--- src/rtl/prio_arbiter_pkg.sv ---
// ---------------------------------------------------------------------------
// prio_arb_pkg
//
// Purpose : Shared definitions for the registered priority / round-robin
//           arbiter (prio_arbiter) and its combinational search core
//           (prio_pick).
//
// Contents:
//   MODE_FIXED / MODE_RR : encodings of the 'mode' input
//   arb_state_t          : two-state arbiter FSM (IDLE, GRANT)
//   idx_width(n)         : width of a channel index for n channels (>= 1)
// ---------------------------------------------------------------------------
package prio_arb_pkg;

  // Arbitration mode encodings, as seen on the 'mode' input.
  localparam logic MODE_FIXED = 1'b0;  // highest index wins
  localparam logic MODE_RR    = 1'b1;  // last winner drops to lowest priority

  // Arbiter FSM states.
  typedef enum logic {
    IDLE  = 1'b0,  // no grant outstanding; arbitrate every cycle
    GRANT = 1'b1   // grant frozen until ack
  } arb_state_t;

  // Number of bits needed to hold a channel index 0..n-1. Clamped to 1 so a
  // degenerate channel count still yields a legal vector width.
  function automatic int idx_width(input int n);
    int w;
    w = $clog2(n);
    if (w < 1) begin
      w = 1;
    end
    return w;
  endfunction

endpackage : prio_arb_pkg

--- src/rtl/prio_arbiter_pick.sv ---
// ---------------------------------------------------------------------------
// prio_pick
//
// Purpose : Purely combinational winner search shared by both arbitration
//           modes. Searches downward starting at ptr-1, wrapping from 0 to
//           N-1, with channel 'ptr' itself examined last. With rr_en=0 (or
//           ptr=0) the search starts at N-1, i.e. plain highest-index-wins.
//
// Parameters:
//   N      number of request channels (2..64)
//   IDX_W  derived index width, not to be overridden
//
// Ports:
//   req    [N-1:0]      in   request vector (already masked by the caller)
//   ptr    [IDX_W-1:0]  in   round-robin pointer (last winner)
//   rr_en               in   1 = round-robin search, 0 = fixed priority
//   found               out  at least one request present
//   win    [IDX_W-1:0]  out  winning channel index (0 when found=0)
// ---------------------------------------------------------------------------
module prio_pick
  import prio_arb_pkg::*;
#(
  parameter  int N     = 8,
  localparam int IDX_W = idx_width(N)
) (
  input  logic [N-1:0]     req,
  input  logic [IDX_W-1:0] ptr,
  input  logic             rr_en,
  output logic             found,
  output logic [IDX_W-1:0] win
);

  // The rotated downward search is realised without any modulo arithmetic:
  // the channels strictly below ptr are the ones visited first (ptr-1 down
  // to 0); only if none of them requests does the search continue from N-1
  // down to ptr. So: highest set bit among the "below ptr" requests, else
  // highest set bit of the whole vector. Because the second pass can only
  // hit bits >= ptr, the ptr channel naturally comes last. This stays
  // correct for any N, power of two or not.
  logic [N-1:0] low_mask;
  logic [N-1:0] low_req;

  genvar gi;
  generate
    for (gi = 0; gi < N; gi++) begin : g_low_mask
      assign low_mask[gi] = rr_en & (IDX_W'(gi) < ptr);
    end
  endgenerate

  assign low_req = req & low_mask;

  logic [IDX_W-1:0] low_idx;
  logic [IDX_W-1:0] all_idx;

  // Priority scan: later (higher) set bits overwrite earlier ones, leaving
  // the highest set index in each result.
  always_comb begin
    low_idx = '0;
    all_idx = '0;
    for (int k = 0; k < N; k++) begin
      if (low_req[k]) begin
        low_idx = IDX_W'(k);
      end
      if (req[k]) begin
        all_idx = IDX_W'(k);
      end
    end
  end

  assign found = |req;
  assign win   = (|low_req) ? low_idx : all_idx;

endmodule : prio_pick

--- src/rtl/prio_arbiter.sv ---
// ---------------------------------------------------------------------------
// prio_arbiter
//
// Purpose : Registered N-channel arbiter, the successor of the 8:3 priority
//           encoder. Arbitrates in IDLE, then holds a sticky grant in GRANT
//           until the consumer acknowledges it. Two run-time modes:
//             mode=0 fixed priority  - highest requesting index wins
//             mode=1 round-robin     - last acknowledged winner drops to
//                                      lowest priority
//           All outputs are registered; one cycle from req to gnt_valid,
//           and at least two cycles per grant (grant + ack, then a bubble
//           in IDLE before the next arbitration).
//
// Build option:
//   PRIO_ARBITER_REQ_MASK_EN  adds the req_mask input; masked channels are
//                             never granted. An outstanding grant is not
//                             revoked by masking its channel.
//
// Parameters:
//   N      number of request channels (2..64), default 8
//   IDX_W  derived index width, not to be overridden
//
// Ports:
//   clk         in   1      rising-edge clock
//   rst_n       in   1      asynchronous active-low reset
//   req         in   N      request vector, bit k = channel k
//   req_mask    in   N      (option only) 1 = channel k ignored
//   mode        in   1      0 = fixed, 1 = round-robin; sampled in IDLE only
//   ack         in   1      consumer done with current grant (GRANT only)
//   gnt_idx     out  IDX_W  granted channel index (0 when no grant)
//   gnt_onehot  out  N      one-hot grant, 0 when no grant
//   gnt_valid   out  1      grant outstanding
// ---------------------------------------------------------------------------
module prio_arbiter
  import prio_arb_pkg::*;
#(
  parameter  int N     = 8,
  localparam int IDX_W = idx_width(N)
) (
  input  logic             clk,
  input  logic             rst_n,
  input  logic [N-1:0]     req,
`ifdef PRIO_ARBITER_REQ_MASK_EN
  input  logic [N-1:0]     req_mask,
`endif
  input  logic             mode,
  input  logic             ack,
  output logic [IDX_W-1:0] gnt_idx,
  output logic [N-1:0]     gnt_onehot,
  output logic             gnt_valid
);

  // -------------------------------------------------------------------------
  // State and registered outputs
  // -------------------------------------------------------------------------
  arb_state_t       state_reg,      state_next;
  logic [IDX_W-1:0] gnt_idx_reg,    gnt_idx_next;
  logic [N-1:0]     gnt_onehot_reg, gnt_onehot_next;
  logic             gnt_valid_reg,  gnt_valid_next;
  logic [IDX_W-1:0] rr_ptr_reg,     rr_ptr_next;
  // Mode in force when the current grant was issued. The pointer update on
  // ack follows the mode the grant was made under, so toggling 'mode'
  // during GRANT only affects the next arbitration.
  logic             gnt_mode_reg,   gnt_mode_next;

  // -------------------------------------------------------------------------
  // Effective request vector
  // -------------------------------------------------------------------------
  logic [N-1:0] eff_req;

`ifdef PRIO_ARBITER_REQ_MASK_EN
  assign eff_req = req & ~req_mask;
`else
  assign eff_req = req;
`endif

  // -------------------------------------------------------------------------
  // Winner search
  // -------------------------------------------------------------------------
  logic             pick_rr_en;
  logic             pick_found;
  logic [IDX_W-1:0] pick_idx;
  logic [N-1:0]     pick_onehot;

  assign pick_rr_en = (mode == MODE_RR);

  prio_pick #(
    .N (N)
  ) u_pick (
    .req   (eff_req),
    .ptr   (rr_ptr_reg),
    .rr_en (pick_rr_en),
    .found (pick_found),
    .win   (pick_idx)
  );

  genvar gi;
  generate
    for (gi = 0; gi < N; gi++) begin : g_onehot
      assign pick_onehot[gi] = (pick_idx == IDX_W'(gi));
    end
  endgenerate

  // -------------------------------------------------------------------------
  // State register (also holds the registered outputs and rr pointer)
  // -------------------------------------------------------------------------
  always_ff @(posedge clk or negedge rst_n) begin
    if (!rst_n) begin
      state_reg      <= IDLE;
      gnt_idx_reg    <= '0;
      gnt_onehot_reg <= '0;
      gnt_valid_reg  <= 1'b0;
      rr_ptr_reg     <= '0;
      gnt_mode_reg   <= MODE_FIXED;
    end else begin
      state_reg      <= state_next;
      gnt_idx_reg    <= gnt_idx_next;
      gnt_onehot_reg <= gnt_onehot_next;
      gnt_valid_reg  <= gnt_valid_next;
      rr_ptr_reg     <= rr_ptr_next;
      gnt_mode_reg   <= gnt_mode_next;
    end
  end

  // -------------------------------------------------------------------------
  // Next-state logic
  // -------------------------------------------------------------------------
  always_comb begin
    state_next = state_reg;
    case (state_reg)
      IDLE: begin
        if (pick_found) begin
          state_next = GRANT;
        end
      end
      GRANT: begin
        if (ack) begin
          state_next = IDLE;
        end
      end
      default: state_next = IDLE;
    endcase
  end

  // -------------------------------------------------------------------------
  // Output / datapath next values
  // -------------------------------------------------------------------------
  always_comb begin
    gnt_idx_next    = gnt_idx_reg;
    gnt_onehot_next = gnt_onehot_reg;
    gnt_valid_next  = gnt_valid_reg;
    rr_ptr_next     = rr_ptr_reg;
    gnt_mode_next   = gnt_mode_reg;
    case (state_reg)
      IDLE: begin
        if (pick_found) begin
          gnt_idx_next    = pick_idx;
          gnt_onehot_next = pick_onehot;
          gnt_valid_next  = 1'b1;
          gnt_mode_next   = mode;
        end else begin
          gnt_idx_next    = '0;
          gnt_onehot_next = '0;
          gnt_valid_next  = 1'b0;
        end
      end
      GRANT: begin
        // Frozen apart from ack: req, mask and mode changes are ignored and
        // the grant survives its own request bit dropping.
        if (ack) begin
          gnt_idx_next    = '0;
          gnt_onehot_next = '0;
          gnt_valid_next  = 1'b0;
          if (gnt_mode_reg == MODE_RR) begin
            rr_ptr_next = gnt_idx_reg;
          end
        end
      end
      default: begin
        gnt_idx_next    = '0;
        gnt_onehot_next = '0;
        gnt_valid_next  = 1'b0;
      end
    endcase
  end

  assign gnt_idx    = gnt_idx_reg;
  assign gnt_onehot = gnt_onehot_reg;
  assign gnt_valid  = gnt_valid_reg;

endmodule : prio_arbiter

--- config.mk ---
export PLATFORM = sky130hd
export DESIGN_NAME = prio_arbiter
export DESIGN_NICKNAME = d
export VERILOG_FILES = /design/src/rtl/prio_arbiter_pkg.sv /design/src/rtl/prio_arbiter_pick.sv /design/src/rtl/prio_arbiter.sv
export SDC_FILE = /design/constraint.sdc
export NUM_CORES = 1
export LEC_CHECK = 0
export ABC_CLOCK_PERIOD_IN_PS = 1450
export CAP_MARGIN = 20
export CORE_AREA = 2 2 69 55
export CTS_CLUSTER_SIZE = 8
export DETAILED_ROUTE_END_ITERATION = 12
export DIE_AREA = 0 0 71 57
export GPL_ROUTABILITY_DRIVEN = 0
export GPL_TIMING_DRIVEN = 0
export PLACE_DENSITY = 0.55
export SYNTH_ARGS = -nofsm -noshare
export SYNTH_HDL_FRONTEND = slang
export SYNTH_SLANG_ARGS = --single-unit
--- constraint.sdc ---
create_clock -name clk -period 1.45 [get_ports clk]
set_input_delay 0.435 -clock clk [delete_from_list [all_inputs] [get_ports clk]]
set_output_delay 0.435 -clock clk [all_outputs]
set_load 0.03 [all_outputs]
==> flow_summary.ini <==
[status]
status = complete, but fails checks
violated_checks = negative setup slack

[pwr]
power.ir.vdd_worst_mv = 0.8789
p_int_mw = 1.508
power.share.clock_pct = 12.6
net-switching-power_mw = 1.163
leakage_nw = 0.5812
netSwitchingFraction_pct = 43.55
powerDensity_mw_per_mm2 = 1858
power_frac_seq_pct = 31.0
combinationalPowerShare_pct = 56.4

[clocking]
clock_insertion_delay_worst_skew_ps = 240
cts.reportedPaths.clkPinSlew_ps = 60
clock_sinks = 17
holdBufCountCts = 0
clock_path_buffers = 2
cts_root_buffer = clkbuf_8
tritoncts = done
htree_num_levels = 1
tritoncts.num_buffers = 3

[synth]
dominantRegCellSynth = dfrtp_1
mappedNetlistNets = 100
synth_cell_types = 35
synth-edff-count = 0
ys_top_cells_by_area = dfrtp_1 (47%), nand2_1 (6.2%), mux2_2 (3.7%)
yosysSeqAreaShare_pct = 46.51
post-synth-top-area-fraction_pct = 46.51
cell_count_after_synthesis = 88
synthesis.area_um2 = 914.6
synth_largest_area_cell = dfrtp_1
asyncSetResetFlopFracSynth_pct = 100.0
ys.warnings.count = 0
syn-mean-instance-area_um2 = 10.39
yosys_register_bits = 17

[timing]
finalSetupTns_ps = -2341
slew_headroom_pct = 49.79
timing.hold.ws_ps = 481.8
fin_worst_skew_ps = 2.341
transition_time_at_the_pin_with_the_least_slew_margin_ps = 750.8
setup_ws_ps = -289.5
fmax_mhz = 574.9
period_share_pct = 120.0
finalWorstPathRequiredPeriod_ps = 1740
report.final.hold_viol_count = 0
setup_viol_count_final = 11
slew_viol_final = 0
rsz_0062_raised_after_global_routing = yes

[grt]
grt_max_degree = 18
first_global_vias = 844
met1_usage_pct = 18.53
global_route.overflow_total = 0
number_of_antenna_violations_at_the_first_check_in_global_routing = 0
groute.layer.met2.usage_pct = 19.09
grt_pass1_wl_mm = 4.126
grtUsageTotal_pct = 12.73
groute.layer.met3.usage_pct = 3.710
most_heavily_used_metal_layer_in_global_routing = met2

[die]
floorplan.rows = 19
starting_density_pct = 26.53
floorplan.io_pins = 24
dieWidth_um = 71
die-area_mm2 = 0.004047
die_y_extent_um = 57
core_mm2 = 0.003447

[hold_path]
hp-class = flip-flop to flip-flop
hold_path_startpoint = gnt_onehot[4]$_DFFE_PN0P_
worst_hold_path.num_cells = 2
hold_end = gnt_onehot[4]$_DFFE_PN0P_

[route]
drc_errors = 0
via_count = 832
avgRoutedWirePerCell_um = 14.35
antenna_left = 0
vias_per_cell = 5.012
drt_wl_total_mm = 2.382
drt-pass1-iter-count = 4
drt-initial-drc-count = 20

[run]
maxCapViolations = 0

[worst_setup_path]
critPathArrivalTime_ps = 1870
r2r_end = gnt_onehot[3]$_DFFE_PN0P_
critical_path_capture_point_type = flip-flop
r2r_cells = 7
regToRegSetupSlack_ps = -290
worst_setup_path_start_kind = flip-flop
setup.worst_path.class = flip-flop to flip-flop
path_max_fanout = 7
r2r-start = rr_ptr_reg[2]$_DFFE_PN0P_
worst_ep_required_time_ps = 1580

[layout]
drive_gt1_share_pct = 45.16
largest_register_ffs = 8
instances_no_fill = 166
insertedDiodeCount = 0
area.growth.synth_to_final_pct = 57.18
layout.nets = 137

[placed_design]
io_buffers = 23
post-dp-hpwl_mm = 1.561
place.detailed.instances = 153
placement.setup.worst_slack_ps = -895.6
## stage by stage
step,utilization [%],total power [mW],instance area (µm²)
after CTS,40.87,2.609,1409
after global routing,41.71,2.859,1438
after detailed placement,35.06,2.024,1209
after global placement,35.06,2.019,1209
final,41.71,2.671,1438
after floorplan,-,1.595,925.9
## cell usage in the layout, fill, tap and decap left out, drive strengths merged, types with 3 or more instances in the layout
cell type       n
a21oi           5
a22o            3
buf             9
clkbuf          8
clkdlybuf4s15  15
dfrtp          17
dlygate4sd2     3
inv             4
mux2            3
nand2          15
nand3           3
nor2            7
o21ai           6
## how the worst max path moves through the flow
stage / slack (ps) / to / from
finish: -290 / gnt_onehot[3]$_DFFE_PN0P_ / rr_ptr_reg[2]$_DFFE_PN0P_
global route: -350 / gnt_onehot[3]$_DFFE_PN0P_ / rr_ptr_reg[2]$_DFFE_PN0P_
CTS: -290 / gnt_onehot[3]$_DFFE_PN0P_ / rr_ptr_reg[0]$_DFFE_PN0P_
detailed placement: -900 / gnt_onehot[5]$_DFFE_PN0P_ / req[6]
global placement: -890 / gnt_onehot[5]$_DFFE_PN0P_ / req[6]
floorplan: -150 / gnt_onehot[5]$_DFFE_PN0P_ / req[6]
## per-layer routing
metal	routed length (µm)	vias up	share of wire (%)
met3	145	2	6.1
met5	0	-	0
met4	17	0	0.71
li1	-	398	-
met2	1053	22	44
met1	1166	410	49
## cell families (layout without fill, tap and decap cells)
logic type / count (synthesis) / count (layout) / synth area share (%)
and+or+nand+nor: 33 / 33 / 17.24
buffers and inverters: 6 / 41 / 2.872
AOI/OAI and AO/OA: 29 / 30 / 29.69
DFF: 17 / 17 / 46.51
muxes: 3 / 3 / 3.693
## area by class of cell
cell class	instances	area (µm²)
repair buffers	31	287.8
fillers	329	2009
well taps	42	52.55
inverters	4	15.01
clock buffers	4	45.04
plain buffers	2	16.27
multi-input cells	66	593.1
flip-flops and latches	17	427.9
## synth_stat cells (3+ instances only)
library cell,n
o21ai_0,3
nand2_1,15
nor2_1,6
dfrtp_1,17
inv_1,3
nand3_1,3
a22o_1,3
mux2_2,3
## power groups by stage
stage               Clock [mW]  Sequential [mW]  Combinational, mW
CTS                      0.354            0.812               1.44
global route             0.376            0.859               1.62
finish                   0.336            0.829               1.51
floorplan                    0             1.01              0.589
detailed placement           0            0.803               1.22
global placement             0            0.799               1.22
## repair_timing
item / 4_1_cts / 5_1_grt
pin swaps: 15 / 8
setup buffers: 7 / 1
gates resized for setup: 60 / 18
setup endpoints to repair: 26 / 21
gates cloned: 1 / 0
## critical path, stage by stage, from the launching register on
cell	delay [ps]
dfrtp_2	470
a211oi_4	250
nor2_2	80
o21ai_4	210
a211oi_4	120
buf_4	160
and3_4	150
a22o_1	180
Note: power is estimated with default switching activity, not from simulation.
==> edit 1, RTL diff (config.mk and constraints unchanged) <==
Build with the macro `PRIO_ARBITER_REQ_MASK_EN` defined.
--- a/src/rtl/prio_arbiter.sv
+++ b/src/rtl/prio_arbiter.sv
@@ -31,6 +31,8 @@
 //   gnt_onehot  out  N      one-hot grant, 0 when no grant
 //   gnt_valid   out  1      grant outstanding
 // ---------------------------------------------------------------------------
+`define PRIO_ARBITER_REQ_MASK_EN
+
 module prio_arbiter
   import prio_arb_pkg::*;
 #(
Interface: changed (added req_mask); port bits go from 24 to 32. No check against the original RTL was run, so the function may have changed too.
==> edit 1 against the unedited design <==
  * The run still ends with negative setup slack left
  * Non-clock buffer count grew 20
  * Die area is the same
  * Worst setup slack lost 0.15 ns
  * Design area grew 23%
  * Global-route usage grew 3.6 points
  * Sequential cell count is the same
  * Utilization grew 9.8 points
  * Power grew 0.29%
  * Maximum frequency shrank 7.9%
  * Synthesized area grew 4.8%
  * Count of clock-buffer cells in the layout shrank 1
  * Wire length grew 23%
  * Critical endpoint is now gnt_onehot[7]$_DFFE_PN0P_
  * Largest power group unchanged
==> edit 1: results <==
group,metric,value,unit
cells_and_area,drive_gt1_share,55.0,%
worst_hold_path,min_path_type,"register to register",
clock_network,cts_resized,111,
setup_path,cp_top_family,"compound AO/OA/AOI/OAI gates",
sta,clock_skew,0.00143,ns
grt,track_usage,16.4,%
setup_path,crit_arrival,2.08,ns
setup_path,slowest_delay,0.43,ns
status,violations,"negative setup slack",
pwr,leakage,0.818,nW
sta,tightest_slew,0.745,ns
synth,yosys_warnings,0,
sta,hold_slack,0.487,ns
grt,use_met1,21.8,%
synth,syn_inst,94,
cells_and_area,nets,172,
routing,vias,958,
setup_path,crit_fanout,5,
grt,use_met3,3.18,%
synth,yosysTopAreaCell,"dfrtp_1",
routing,wl_per_cell,15.1,um
grt,antenna_found_initial,0,
synth,synth_area_leaders,"dfrtp_1 44%, nor2b_1 5.2%, mux2_2 4.7%",
grt,first_global_vias,1041,
synth,seq_area_frac_synth,44.4,%
sta,setup_viol_count_final,13,
pwr,power_frac_comb,57.5,%
synth,yosys-top-cells-count,"17 x dfrtp_1, 8 x nor2b_1, 7 x nand2_1",
sta,final.setup.tns,-4.44,ns
sta,finalWorstSetupSlack,-0.439,ns
grt,grt_max_degree,18,
cells_and_area,largest_reg_flops,8,
pwr,p_int,1.59,mW
place,dp_hpwl,1.88,mm
pwr,ir_worst_vdd,0.950,mV
routing,drtIter0Drc,40,
place,io_buffers,31,
grt,met2_usage,27.2,%
grt,grt_pass1_wl,5.15,mm
clock_network,clk_latency,0.25,ns
pwr,seq_power_share,29.1,%
routing,firstDrtPassIters,4,
clock_network,cts_setup_buffers,23,
synth,ys_types,33,
synth,synthesis.nets,114,
routing,vias_per_cell,4.96,
pwr,p_switching,1.08,mW
status,outcome,"complete, but fails checks",
cells_and_area,fill_cells,299,
edit 1: kinds of logic (layout without fill, tap and decap cells):
group | Yosys count | after routing | share of synthesized area [%]
buffers and inverters | 5 | 61 | 1.96
AOI/OAI and AO/OA | 29 | 30 | 25.2
muxes | 4 | 4 | 4.70
and+or+nand+nor | 39 | 39 | 23.8
DFF | 17 | 17 | 44.4
edit 1: metal layers:
layer  vias to the layer above  part of all wire (%)
met1                       465                    47
met2                        22                    48
met4                         0                  0.27
met3                         2                   4.7
li1                        469                     -
met5                         -                     0
edit 1: worst paths after layout:
path	end	cells after the start	startpoint
setup / recovery	gnt_onehot[7]$_DFFE_PN0P_	6	rr_ptr_reg[2]$_DFFE_PN0P_
hold / removal	gnt_valid$_DFFE_PN0P_	1	gnt_valid$_DFFE_PN0P_
setup reg to reg	gnt_onehot[7]$_DFFE_PN0P_	6	rr_ptr_reg[2]$_DFFE_PN0P_
hold reg to reg	gnt_valid$_DFFE_PN0P_	1	gnt_valid$_DFFE_PN0P_
max in group asynchronous	rr_ptr_reg[2]$_DFFE_PN0P_	1	rst_n
min in group asynchronous	gnt_valid$_DFFE_PN0P_	1	rst_n
edit 1: per-stage QoR:
stage | setup WS [ns] | area (um2)
after detailed placement | -1.13 | 1370
after global routing | -0.534 | 1770
after global placement | -1.04 | 1370
after floorplan | -0.368 | 1010
final | -0.439 | 1770
after CTS | -0.529 | 1830
edit 1: final cells by class:
type | instances | area share [%]
Multi-Input combinational cell | 73 | 44.0
Timing Repair Buffer | 52 | 25.2
Sequential cell | 17 | 24.0
Tap cell | 42 | 2.96
Clock buffer | 3 | 2.33
Inverter | 4 | 0.846
Clock inverter | 1 | 0.282
Buffer | 1 | 0.282
==> edit 2, RTL diff (same settings) <==
Made on the original files. Register the input `mode` before use, without a reset. The logic sees it one clock later. The other inputs are not delayed to match.
--- a/src/rtl/prio_arbiter.sv
+++ b/src/rtl/prio_arbiter.sv
@@ -50,6 +50,12 @@
   output logic             gnt_valid
 );
 
+  logic mode_q;
+
+  always_ff @(posedge clk) begin
+    mode_q <= mode;
+  end
+
   // -------------------------------------------------------------------------
   // State and registered outputs
   // -------------------------------------------------------------------------
@@ -82,7 +88,7 @@
   logic [IDX_W-1:0] pick_idx;
   logic [N-1:0]     pick_onehot;
 
-  assign pick_rr_en = (mode == MODE_RR);
+  assign pick_rr_en = (mode_q == MODE_RR);
 
   prio_pick #(
     .N (N)
@@ -157,7 +163,7 @@
           gnt_idx_next    = pick_idx;
           gnt_onehot_next = pick_onehot;
           gnt_valid_next  = 1'b1;
-          gnt_mode_next   = mode;
+          gnt_mode_next   = mode_q;
         end else begin
           gnt_idx_next    = '0;
           gnt_onehot_next = '0;
Check against the original RTL: not equivalent (Yosys sat finds a counterexample within 4 cycles, from zero or initial values and one cycle with rst_n low).
==> edit 2 against the unedited design <==
  * The run still ends with negative setup slack left
  * Critical path depth is 1 lower
  * Worst setup slack improved by 0.12 ns
  * Wire length grew 3.3%
  * Clock power grew 5%
  * Sequential cell count grew 1
  * Synthesized area grew 2.5%
  * Synthesized cell count decreased by 2.3%
  * Power is 1.9% lower
  * Design area unchanged
  * Hold slack improved by 0.0070 ns
  * Utilization did not move
  * Critical endpoint is now gnt_onehot[7]$_DFFE_PN0P_
  * Largest cell class unchanged
==> edit 2: results <==
group,metric,value,unit
clock_network,clockBufferDepth,2,
grt,first_global_vias,866,
synth,yosys_warnings,0,
place,io_buffers,23,
clock_network,cts_max_level,1,
setup_path,cp-startpoint,"rr_ptr_reg[1]$_DFFE_PN0P_",
synth,ys_async_sr_fraction,94.4,%
sta,clock_skew,0.00236,ns
grt,track_usage,12.5,%
routing,vias_per_cell,5.07,
grt,antenna_found_initial,0,
sta,hold_slack,0.489,ns
clock_network,clk_latency,0.25,ns
worst_hold_path,hold_depth,2,
synth,postSynthAreaPerCell,10.9,um2
clock_network,cts-root-buf,"clkbuf_8",
sta,setup_viol_count_final,11,
routing,firstDrtPassIters,4,
status,outcome,"complete, but fails checks",
setup_path,slowest_delay,0.46,ns
setup_path,crit_fanout,7,
setup_path,crit_arrival,1.76,ns
grt,grt_pass1_wl,3.99,mm
worst_hold_path,min_path_type,"register to register",
synth,yosys-top-cells-count,"17 x dfrtp_1, 12 x nand2_1, 4 x mux2_2, 4 x nor2_1, 4 x o21ai_0",
sta,final_max_slew_viol_count,0,
cells_and_area,nets,135,
sta,final.setup.tns,-1.37,ns
synth,ys_types,37,
sta,tightest_slew,0.724,ns
pwr,p_int,1.48,mW
sta,finalWorstSetupSlack,-0.173,ns
setup_path,worstReg2RegEnd,"gnt_onehot[7]$_DFFE_PN0P_",
worst_hold_path,hold_start,"gnt_onehot[0]$_DFFE_PN0P_",
cells_and_area,layout.cells.non_filler,164,
routing,wl_per_cell,15.0,um
setup_path,worst-r2r-cell-count,6,
synth,synth_ff_type,"dfrtp_1",
setup_path,cp_slowest_cell,"dfrtp_2",
place,dpl_worst_slack,-0.812,ns
synth,synth_area_leaders,"dfrtp_1 45%, mux2_2 4.8%, nand2_1 4.8%",
routing,drtIter0Drc,17,
synth,seq_area_frac_synth,47.5,%
setup_path,worstSetupEndpointType,"register",
clock_network,clk_pin_slew_worst_paths,0.07,ns
grt,grt_max_degree,18,
place,place_inst,151,
place,place_area,0.00122,mm2
routing,drc_errors,0,
cells_and_area,drive_gt1_share,50.0,%
pwr,ir_worst_vdd,0.982,mV
cells_and_area,fill_cells,324,
pwr,leakage,0.609,nW
synth,synthesis.nets,98,
status,violations,"negative setup slack",
cells_and_area,diodes,0,
cells_and_area,largest_reg_flops,8,
clock_network,cts_buffers,3,
[edit 2: changes by cell type in the layout (fill, tap and decap cells not counted), sizes merged, moves of 2 or more]
cell           before  now
a21boi              0    3
clkdlybuf4s15      15   13
a211oi              2    0
and2                0    2
a21oi               5    3
nand2              15   12
nor3b               2    0
clkbuf              8   10
buf                 9    7
a21o                0    2
nand4               0    2
o21ai               6   10
nor2                7    5
[edit 2: how the worst min path moves through the flow]
stage                                end
5_1_grt        gnt_onehot[5]$_DFFE_PN0P_
4_1_cts        gnt_onehot[0]$_DFFE_PN0P_
6_report       gnt_onehot[0]$_DFFE_PN0P_
2_1_floorplan     gnt_idx[0]$_DFFE_PN0P_
3_5_place_dp   gnt_onehot[0]$_DFFE_PN0P_
3_3_place_gp       gnt_valid$_DFFE_PN0P_
[edit 2: cell type report]
class | instances | area [um2] | area share (%)
Sequential cell | 18 | 450 | 31.3
Multi-Input combinational cell | 66 | 608 | 42.3
Buffer | 1 | 5.00 | 0.348
Clock buffer | 4 | 45.0 | 3.13
Tap cell | 42 | 52.6 | 3.66
Inverter | 3 | 11.3 | 0.783
Timing Repair Buffer | 30 | 265 | 18.5
[edit 2: cells by family after synthesis]
logic type	after synthesis	share of synthesized area [%]
muxes	4	4.81
buffers and inverters	4	1.60
and+or+nand+nor	31	18.4
DFF	18	47.5
AOI/OAI and AO/OA	29	27.6
[edit 2: timing repair]
item,in CTS,in global routing
pin swaps,21,4
setup endpoints to repair,26,23
gates resized for setup,63,15
cloned,2,0
setup buffers,4,3
[edit 2: worst max-delay path: cells and delay by family, from the launching register on]
family          cells  cell delay, ns
flops               1            0.46
compound gates      5            0.89
buf+inv             1            0.15
[edit 2: per-layer routing]
layer | GRT usage (%) | part of all wire [%] | vias to the layer above
met3 | 3.53 | 4.9 | 2
met1 | 16.7 | 47 | 412
met5 | 0 | 0 | -
met2 | 20.0 | 48 | 24
li1 | - | - | 393
met4 | 3.50 | 0.61 | 0
[edit 2: power by group through the flow]
stage | Sequential (mW) | Clock [mW] | Combinational [mW]
2_1_floorplan | 1.06 | 0 | 0.567
3_3_place_gp | 0.855 | 0 | 1.19
3_5_place_dp | 0.871 | 0 | 1.21
4_1_cts | 0.881 | 0.365 | 1.36
5_1_grt | 0.909 | 0.394 | 1.48
6_report | 0.882 | 0.353 | 1.39
